### src/rtl/ahb_resp_mux.sv
// AHB data-phase return mux: registers the address-phase HSEL and steers the
// selected slave's response back to the master, with a built-in default slave.
module ahb_resp_mux #(
    parameter int NSLV      = 5,
    parameter int DW        = 32,
    parameter int ERR_CNT_W = 16
) (
    input  logic                 HCLK,
    input  logic                 HRESETn,
    input  logic [NSLV-1:0]      HSEL,
    input  logic [1:0]           HTRANS,
    input  logic [NSLV*DW-1:0]   HRDATA_S,
    input  logic [NSLV-1:0]      HREADYOUT_S,
    input  logic [NSLV*2-1:0]    HRESP_S,
    output logic [DW-1:0]        HRDATA,
    output logic                 HREADY,
    output logic [1:0]           HRESP,
    output logic [ERR_CNT_W-1:0] ERR_CNT,
    output logic [1:0]           ds_state
);

    typedef enum logic [1:0] {
        DS_IDLE = 2'd0,
        DS_ERR1 = 2'd1,
        DS_ERR2 = 2'd2
    } ds_state_t;

    localparam logic [NSLV-1:0] SEL_ONE = NSLV'(1);

    ds_state_t       state;
    logic [NSLV-1:0] sel_q;
    logic            ds_hit;
    logic            hsel_onehot;
    logic            sel_q_onehot;
    logic            err_req;
    logic            enter_err;

    assign hsel_onehot  = (HSEL != '0) && ((HSEL & (HSEL - SEL_ONE)) == '0);
    assign sel_q_onehot = (sel_q != '0) && ((sel_q & (sel_q - SEL_ONE)) == '0);
    assign err_req      = !hsel_onehot && HTRANS[1];
    // A new error can only start on an address-capture edge (HREADY high).
    assign enter_err    = HREADY && err_req;
    assign ds_state     = state;

    always_ff @(posedge HCLK or negedge HRESETn) begin
        if (!HRESETn) begin
            sel_q   <= '0;
            ds_hit  <= 1'b0;
            state   <= DS_IDLE;
            ERR_CNT <= '0;
        end else begin
            if (HREADY) begin
                sel_q  <= HSEL;
                ds_hit <= err_req;
            end
            case (state)
                DS_IDLE, DS_ERR2: state <= enter_err ? DS_ERR1 : DS_IDLE;
                DS_ERR1:          state <= DS_ERR2;
                default:          state <= DS_IDLE;
            endcase
            if (enter_err && (ERR_CNT != '1)) begin
                ERR_CNT <= ERR_CNT + 1'b1;
            end
        end
    end

    // ds_hit is set exactly while the default slave owns the data phase
    // (DS_ERR1 and DS_ERR2); the first cycle stalls, the second completes.
    always_comb begin
        HRDATA = '0;
        HREADY = 1'b1;
        HRESP  = 2'b00;
        if (ds_hit) begin
            HREADY = (state != DS_ERR1);
            HRESP  = 2'b01;
        end else if (sel_q_onehot) begin
            for (int i = 0; i < NSLV; i++) begin
                if (sel_q[i]) begin
                    HRDATA = HRDATA_S[i*DW +: DW];
                    HREADY = HREADYOUT_S[i];
                    HRESP  = HRESP_S[i*2 +: 2];
                end
            end
        end
    end

endmodule

### config.mk
export PLATFORM = sky130hd
export DESIGN_NAME = ahb_resp_mux
export DESIGN_NICKNAME = d
export VERILOG_FILES = /design/src/rtl/ahb_resp_mux.sv
export SDC_FILE = /design/constraint.sdc
export NUM_CORES = 1
export LEC_CHECK = 0
export CAP_MARGIN = 20
export CORE_MARGIN = 2
export CORE_UTILIZATION = 30
export DETAILED_ROUTE_END_ITERATION = 6
export GPL_TIMING_DRIVEN = 0
export PLACE_DENSITY = 0.91
export SETUP_SLACK_MARGIN = 0.5
export SLEW_MARGIN = 5
export SYNTH_ARGS = -nofsm -noshare
export SYNTH_HDL_FRONTEND = slang
export SYNTH_SLANG_ARGS = --single-unit
### constraint.sdc
create_clock -name HCLK -period 2.4 [get_ports HCLK]
set_input_delay 0.48 -clock HCLK [delete_from_list [all_inputs] [get_ports HCLK]]
set_output_delay 0.48 -clock HCLK [all_outputs]
set_load 0.03 [all_outputs]
==> qor.yml, run 1 <==
clkLatencyLatePin_ns: 0.29
setup_viol: 50
hold_viol: 0
yosysTopAreaCell: "dfrtp_1"
finalNonFillerCells: 694
leakagePower_nw: 2.49
cp_slowest_stage_delay_ns: 0.48
syn-cell-area_um2: 2440
final_nets: 777
fillers: 434
endpoint_kind: "output port"
routedWlPerCell_um: 24.7
cts-root-buf: "clkbuf_8"
die_x_um: 94.2
fin_util: 0.798
hold_buffers: 0
synth_edf_count: 0
overflow: 0
fmax_mhz: 357
place_inst: 663
timing_worst_setup_path_type: "reg2out"
antenna_found_initial: 1
slew_violations: 0
ir_drop_uv: 630
yosysMostFrequentCell: "nor3_1"
multi_input_area_um2: 2340
crit_chain: "or2_1 -> buf_6 -> clkbuf_2 -> a221oi_2 -> nor3_1 -> a21oi_1 -> nor2_4 -> buf_6"
vias_per_cell: 6.04
ys_ff_latch: 24
fin_worst_skew_ns: 0.0136
hold_path_class: "in2async"
clk_pin_slew_worst_paths_ns: 0.10
arrival_ns: 2.32
synth_area_leaders: "dfrtp_1, a221oi_1, o22ai_1"
portBuffers: 235
h-tree-depth: 1
syn_area_per_cell_um2: 7.49
period_minus_slack_ns: 2.80
drive_above_1_share: 0.365
grt_pass1_vias: 4048
startpoint_type: "flop"
synth.top_cells.by_count: "nor3_1, a21oi_1, nor2_1, o22ai_1, a221oi_1"
grt_max_degree: 25
gp_congestion: 0.870
max_cap_viol_count: 0
gr-usage-all-layers: 0.316
ys_warn_count: 0
drcViolationCount: 0
cts_sinks: 24
die_h_um: 94.2
io_pins: 237
ff_latch_area_um2: 603
powerDensity_nw_per_um2: 594
dieArea_um2: 8870
crit_slowest_cell: "dfrtp_1"
grt_pass1_wl_mm: 21.8
place_hpwl_mm: 10.4
drtPass1Iterations: 5
synthCells: 326
critPathMaxFanout: 10
yosysSeqAreaShare: 0.246
yosysTopAreaCellShare: 0.246
core_um2: 7810
critical_path_required_ns: 1.92
drtIter0Drc: 220
post_synth_num_cell_types: 38
period_share: 1.17
drt_wl_total_mm: 17.1
ant_nets: 0
fin_ws_ns: -0.401
crit_top_cell: "buf_6"
cts_tree: "built"
worst_pin_slew_ns: 0.683
cts_buffers: 3
slew_headroom: 0.545
clk_path_buf_depth: 2
syn-num-nets: 511
violations: "setup timing"
status: "finished, violations left"
rows: 32
rsz0062_at_grt: "yes"
async_reset_ff_frac: 1.00
initial_utilization: 0.313
areaGrowthSynthToFinish_pct: 155
vias: 4191
yosys_most_used_dff: "dfrtp_1"
repair_timing:
item / in CTS / in global routing
pin swaps: 27 / 16
setup endpoints to repair: 59 / 69
gates cloned: 5 / 0
setup buffers: 16 / 4
resized for setup: 328 / 79
cell usage in the layout, fill, tap and decap left out, types with 7 or more instances in the layout:
| cell | instances |
|---|---|
| clkdlybuf4s50_1 | 188 |
| dlymetal6s2s_1 | 11 |
| dfrtp_1 | 22 |
| clkbuf_2 | 12 |
| a221oi_1 | 14 |
| buf_4 | 9 |
| o22ai_1 | 32 |
| a21oi_2 | 28 |
| a21oi_1 | 10 |
| clkbuf_4 | 7 |
| nor2_4 | 33 |
| a221oi_2 | 19 |
| nor3_1 | 36 |
| buf_6 | 46 |
| inv_1 | 8 |
| xor2_1 | 11 |
final timing paths:
| check | start | to | slack [ns] | cells after the start |
|---|---|---|---|---|
| hold reg to reg | ERR_CNT[8] | ERR_CNT[8] | 0.51 | 1 |
| setup / recovery | sel_q[2] | HRDATA[29] | -0.40 | 8 |
| hold / removal | HRESETn | ERR_CNT[12] | 0.48 | 1 |
| max in group asynchronous | HRESETn | ERR_CNT[15] | 1.49 | 2 |
| min in group HCLK | ERR_CNT[8] | ERR_CNT[8] | 0.51 | 1 |
| setup reg to reg | sel_q[2] | ERR_CNT[3] | -0.18 | 12 |
logic make-up after synthesis:
family                   count (synthesis)  share of synthesized area
AO/OA/AOI/OAI                          118                      0.329
flip-flops                              24                      0.246
AND/OR/NAND/NOR                        115                      0.247
multiplexers                             7                     0.0318
buffers and inverters                   44                     0.0810
adder cells (fa/ha/maj)                  1                    0.00512
XOR/XNOR                                17                     0.0610
power by group:
group	switching [mW]	total, mW	leakage (nW)	internal, mW
registers	0.157	0.664	0.294	0.507
clock network	0.153	0.301	0.0288	0.148
logic	1.47	2.73	2.16	1.27
metrics by stage:
stage	setup WS, ns	hold slack, ns	power, mW	TNS, ns	cell area [µm²]
final	-0.401	0.482	3.70	-10.94	6230
after global routing	-0.439	0.492	3.83	-12.91	6230
after CTS	-0.272	0.505	3.39	-8.60	5900
after detailed placement	-0.817	0.476	2.69	-25.45	5200
after global placement	-0.817	0.466	2.64	-25.00	5200
after floorplan	0.131	0.184	1.83	0	2720
per-layer routing:
| layer | wire, µm | track usage |
|---|---|---|
| met1 | 5970 | 0.361 |
| met2 | 8940 | 0.579 |
| met3 | 1440 | 0.0602 |
| met4 | 761 | 0.117 |
| met5 | 0 | 0 |
flip-flops by register name, indices dropped and copies added, names as in the netlist:
signal / count
sel_q: 5
ds_state: 2
ds_hit: 1
ERR_CNT: 16
final cells by class:
type | count | share of cell area
sequential | 24 | 0.0968
buffer | 35 | 0.0472
multi-input combinational | 259 | 0.375
tap | 102 | 0.0205
timing repair buffer | 260 | 0.445
clock buffer | 4 | 0.00883
antenna | 1 | 0.000402
inverter | 9 | 0.00582
critical path: cells and delay by family, from the launching register on:
family	cells	cell delay (ns)
simple gates	3	0.46
compound gates	2	0.56
buf+inv	3	0.52
flops	1	0.48
No activity file was read; power rests on OpenSTA's default activity.
==> run 2, diff against run 1 <==
Settings changed: CAP_MARGIN 20 to unset, SETUP_SLACK_MARGIN 0.5 to 0.02.
Clock period 2.4 ns to 2.6 ns, I/O delays scaled along.
==> qor.yml, run 2 (same netlist as run 1, synthesis figures left out) <==
whs_ns: 0.516  # was 0.482 ns
vias: 3938  # was 4191
rr_startpoint: "sel_q[3]"  # was sel_q[2]
drtPass1Iterations: 4  # was 5
whs_endpoint: "ds_state[0]"
dpl_cell_area_um2: 4920  # was 5200 µm²
rsz0062_at_grt: "yes"  # unchanged
largest-register: "ERR_CNT"  # unchanged
endpoint_kind: "output port"  # unchanged
antenna_found_initial: 0  # was 1
period_share: 1.07
max_cap_viol_count: 0  # unchanged
antenna-diode-count: 0  # was 1
cts_tree: "built"  # unchanged
finalSetupTns_ns: -1.55  # was -10.94 ns
largest_register_ffs: 16  # unchanged
multi_input_area_um2: 2250  # was 2340 µm²
drt_wl_total_mm: 15.3  # was 17.1 mm
final_nets: 767  # was 777
cts-root-buf: "clkbuf_8"  # unchanged
timing_worst_setup_path_type: "reg2out"  # unchanged
period_minus_slack_ns: 2.78
dieArea_um2: 8870  # unchanged
violations: "setup timing"  # unchanged
reg2reg_slack_ns: 0.12  # was -0.18 ns
gp_congestion: 1.00  # was 0.870
worst_pin_slew_ns: 1.05  # was 0.683 ns
fillers: 509  # was 434
clk_pin_slew_worst_paths_ns: 0.09  # was 0.10 ns
place_ws_ns: -0.675  # was -0.817 ns
fin_worst_skew_ns: 0.0111  # was 0.0136 ns
setup_viol: 31  # was 50
mostFrequentLayoutCells: "clkdlybuf4s50_1, buf_6, o22ai_1, nor3_1, nor2_4"  # was clkdlybuf4s50_1, buf_6, nor3_1, nor2_4, o22ai_1
ff2ff_path_depth: 10  # was 12
startpoint_type: "flop"  # unchanged
ff_latch_area_um2: 603  # unchanged
io_pins: 237  # unchanged
initial_utilization: 0.313  # unchanged
fin_util: 0.759  # was 0.798
ir_drop_uv: 557  # was 630 µV
critical_path_required_ns: 2.08  # was 1.92 ns
crit_top_cell: "buf_6"  # unchanged
ant_nets: 0  # unchanged
place_inst: 663  # unchanged
clk_path_buf_depth: 2  # unchanged
crit_chain: "buf_6 -> or2_1 -> buf_6 -> buf_2 -> a221oi_1 -> nor3_1 -> a21oi_2 -> nor2_4 -> buf_6"  # was or2_1 -> buf_6 -> clkbuf_2 -> a221oi_2 -> nor3_1 -> a21oi_1 -> nor2_4 -> buf_6
crit_slowest_cell: "dfrtp_1"  # unchanged
overflow: 0  # unchanged
vias_per_cell: 5.77  # was 6.04
clkLatencyLatePin_ns: 0.27  # was 0.29 ns
core_um2: 7810  # unchanged
cts_sinks: 24  # unchanged
fmax_mhz: 359
hold_depth: 1
grt_max_degree: 25  # unchanged
slew_headroom: 0.297  # was 0.545
cp_num_buf_inv: 4  # was 3
place_hpwl_mm: 9.99  # was 10.4 mm
rows: 32  # unchanged
slew_violations: 0  # unchanged
die_x_um: 94.2  # unchanged
leakagePower_nw: 2.23  # was 2.49 nW
areaGrowthSynthToFinish_pct: 143  # was 155%
final_common_cell: "clkdlybuf4s50_1"  # unchanged
design_area_um2: 5930  # was 6230 µm²
critPathMaxFanout: 10  # unchanged
drive_above_1_share: 0.334  # was 0.365
powerDensity_nw_per_um2: 545  # was 594 nW/µm²
critPathTopFamily: "buffers and inverters"  # was compound AO/OA/AOI/OAI gates
finalNonFillerCells: 683  # was 694
hold_viol: 0  # unchanged
r2r-end: "ERR_CNT[1]"  # was ERR_CNT[3]
p_total_mw: 3.23  # was 3.70 mW
arrival_ns: 2.26  # was 2.32 ns
die_h_um: 94.2  # unchanged
hold_buffers: 0  # unchanged
status: "finished, violations left"  # unchanged
routedWlPerCell_um: 22.4  # was 24.7 µm
cts_buffers: 3  # unchanged
gr-usage-all-layers: 0.287  # was 0.316
grt_pass1_wl_mm: 19.9  # was 21.8 mm
portBuffers: 235  # unchanged
drtIter0Drc: 169  # was 220
min_from: "ds_state[0]"
fin_ws_ns: -0.183  # was -0.401 ns
grt_pass1_vias: 3852  # was 4048
h-tree-depth: 1  # unchanged
cp_slowest_stage_delay_ns: 0.39  # was 0.48 ns
drcViolationCount: 0  # unchanged
hold_path_class: "reg2reg"  # was in2async
-- run 2: layout make-up --
cell class | instances | area share
clock inverter | 1 | 0.00507
sequential | 24 | 0.102
clock buffer | 3 | 0.00697
tap | 102 | 0.0215
multi-input combinational | 259 | 0.380
buffer | 32 | 0.0450
timing repair buffer | 253 | 0.434
inverter | 9 | 0.00570
-- run 2: per-layer routing --
layer,vias up,GRT usage,share of wire
li1,1759,-,-
met1,1872,0.331,0.35
met2,249,0.538,0.52
met3,58,0.0530,0.091
met4,0,0.0773,0.042
met5,-,0,0
-- run 2: report_power, final --
part	internal (mW)	leakage, nW	total (mW)	switching, mW
Combinational	1.06	1.90	2.31	1.25
Clock	0.206	0.0357	0.331	0.125
Sequential	0.466	0.294	0.586	0.119
-- run 2: timing repair --
| action | in CTS | in global routing |
|---|---|---|
| gates cloned | 4 | 1 |
| pin swaps | 19 | 26 |
| endpoints found under the setup margin | 35 | 36 |
| gates resized for setup | 350 | 93 |
| buffers inserted | 6 | 8 |
-- run 2: worst max-delay path by stage --
stage / start / end / slack, ns / cells past startpoint
2_1_floorplan: sel_q[3] / HRDATA[10] / 0.16 / 7
6_report: sel_q[3] / HRDATA[9] / -0.18 / 9
4_1_cts: sel_q[3] / HRDATA[7] / -0.12 / 8
5_1_grt: sel_q[3] / HRDATA[9] / -0.22 / 9
3_3_place_gp: HREADYOUT_S[1] / HREADY / -0.67 / 9
3_5_place_dp: HREADYOUT_S[1] / HREADY / -0.68 / 9
==> run 3, diff against run 2 <==
Settings changed: CTS_CLUSTER_DIAMETER set to 60.
==> results of run 3 <==
The final DEF is identical to that of run 2; final timing and power are the same.
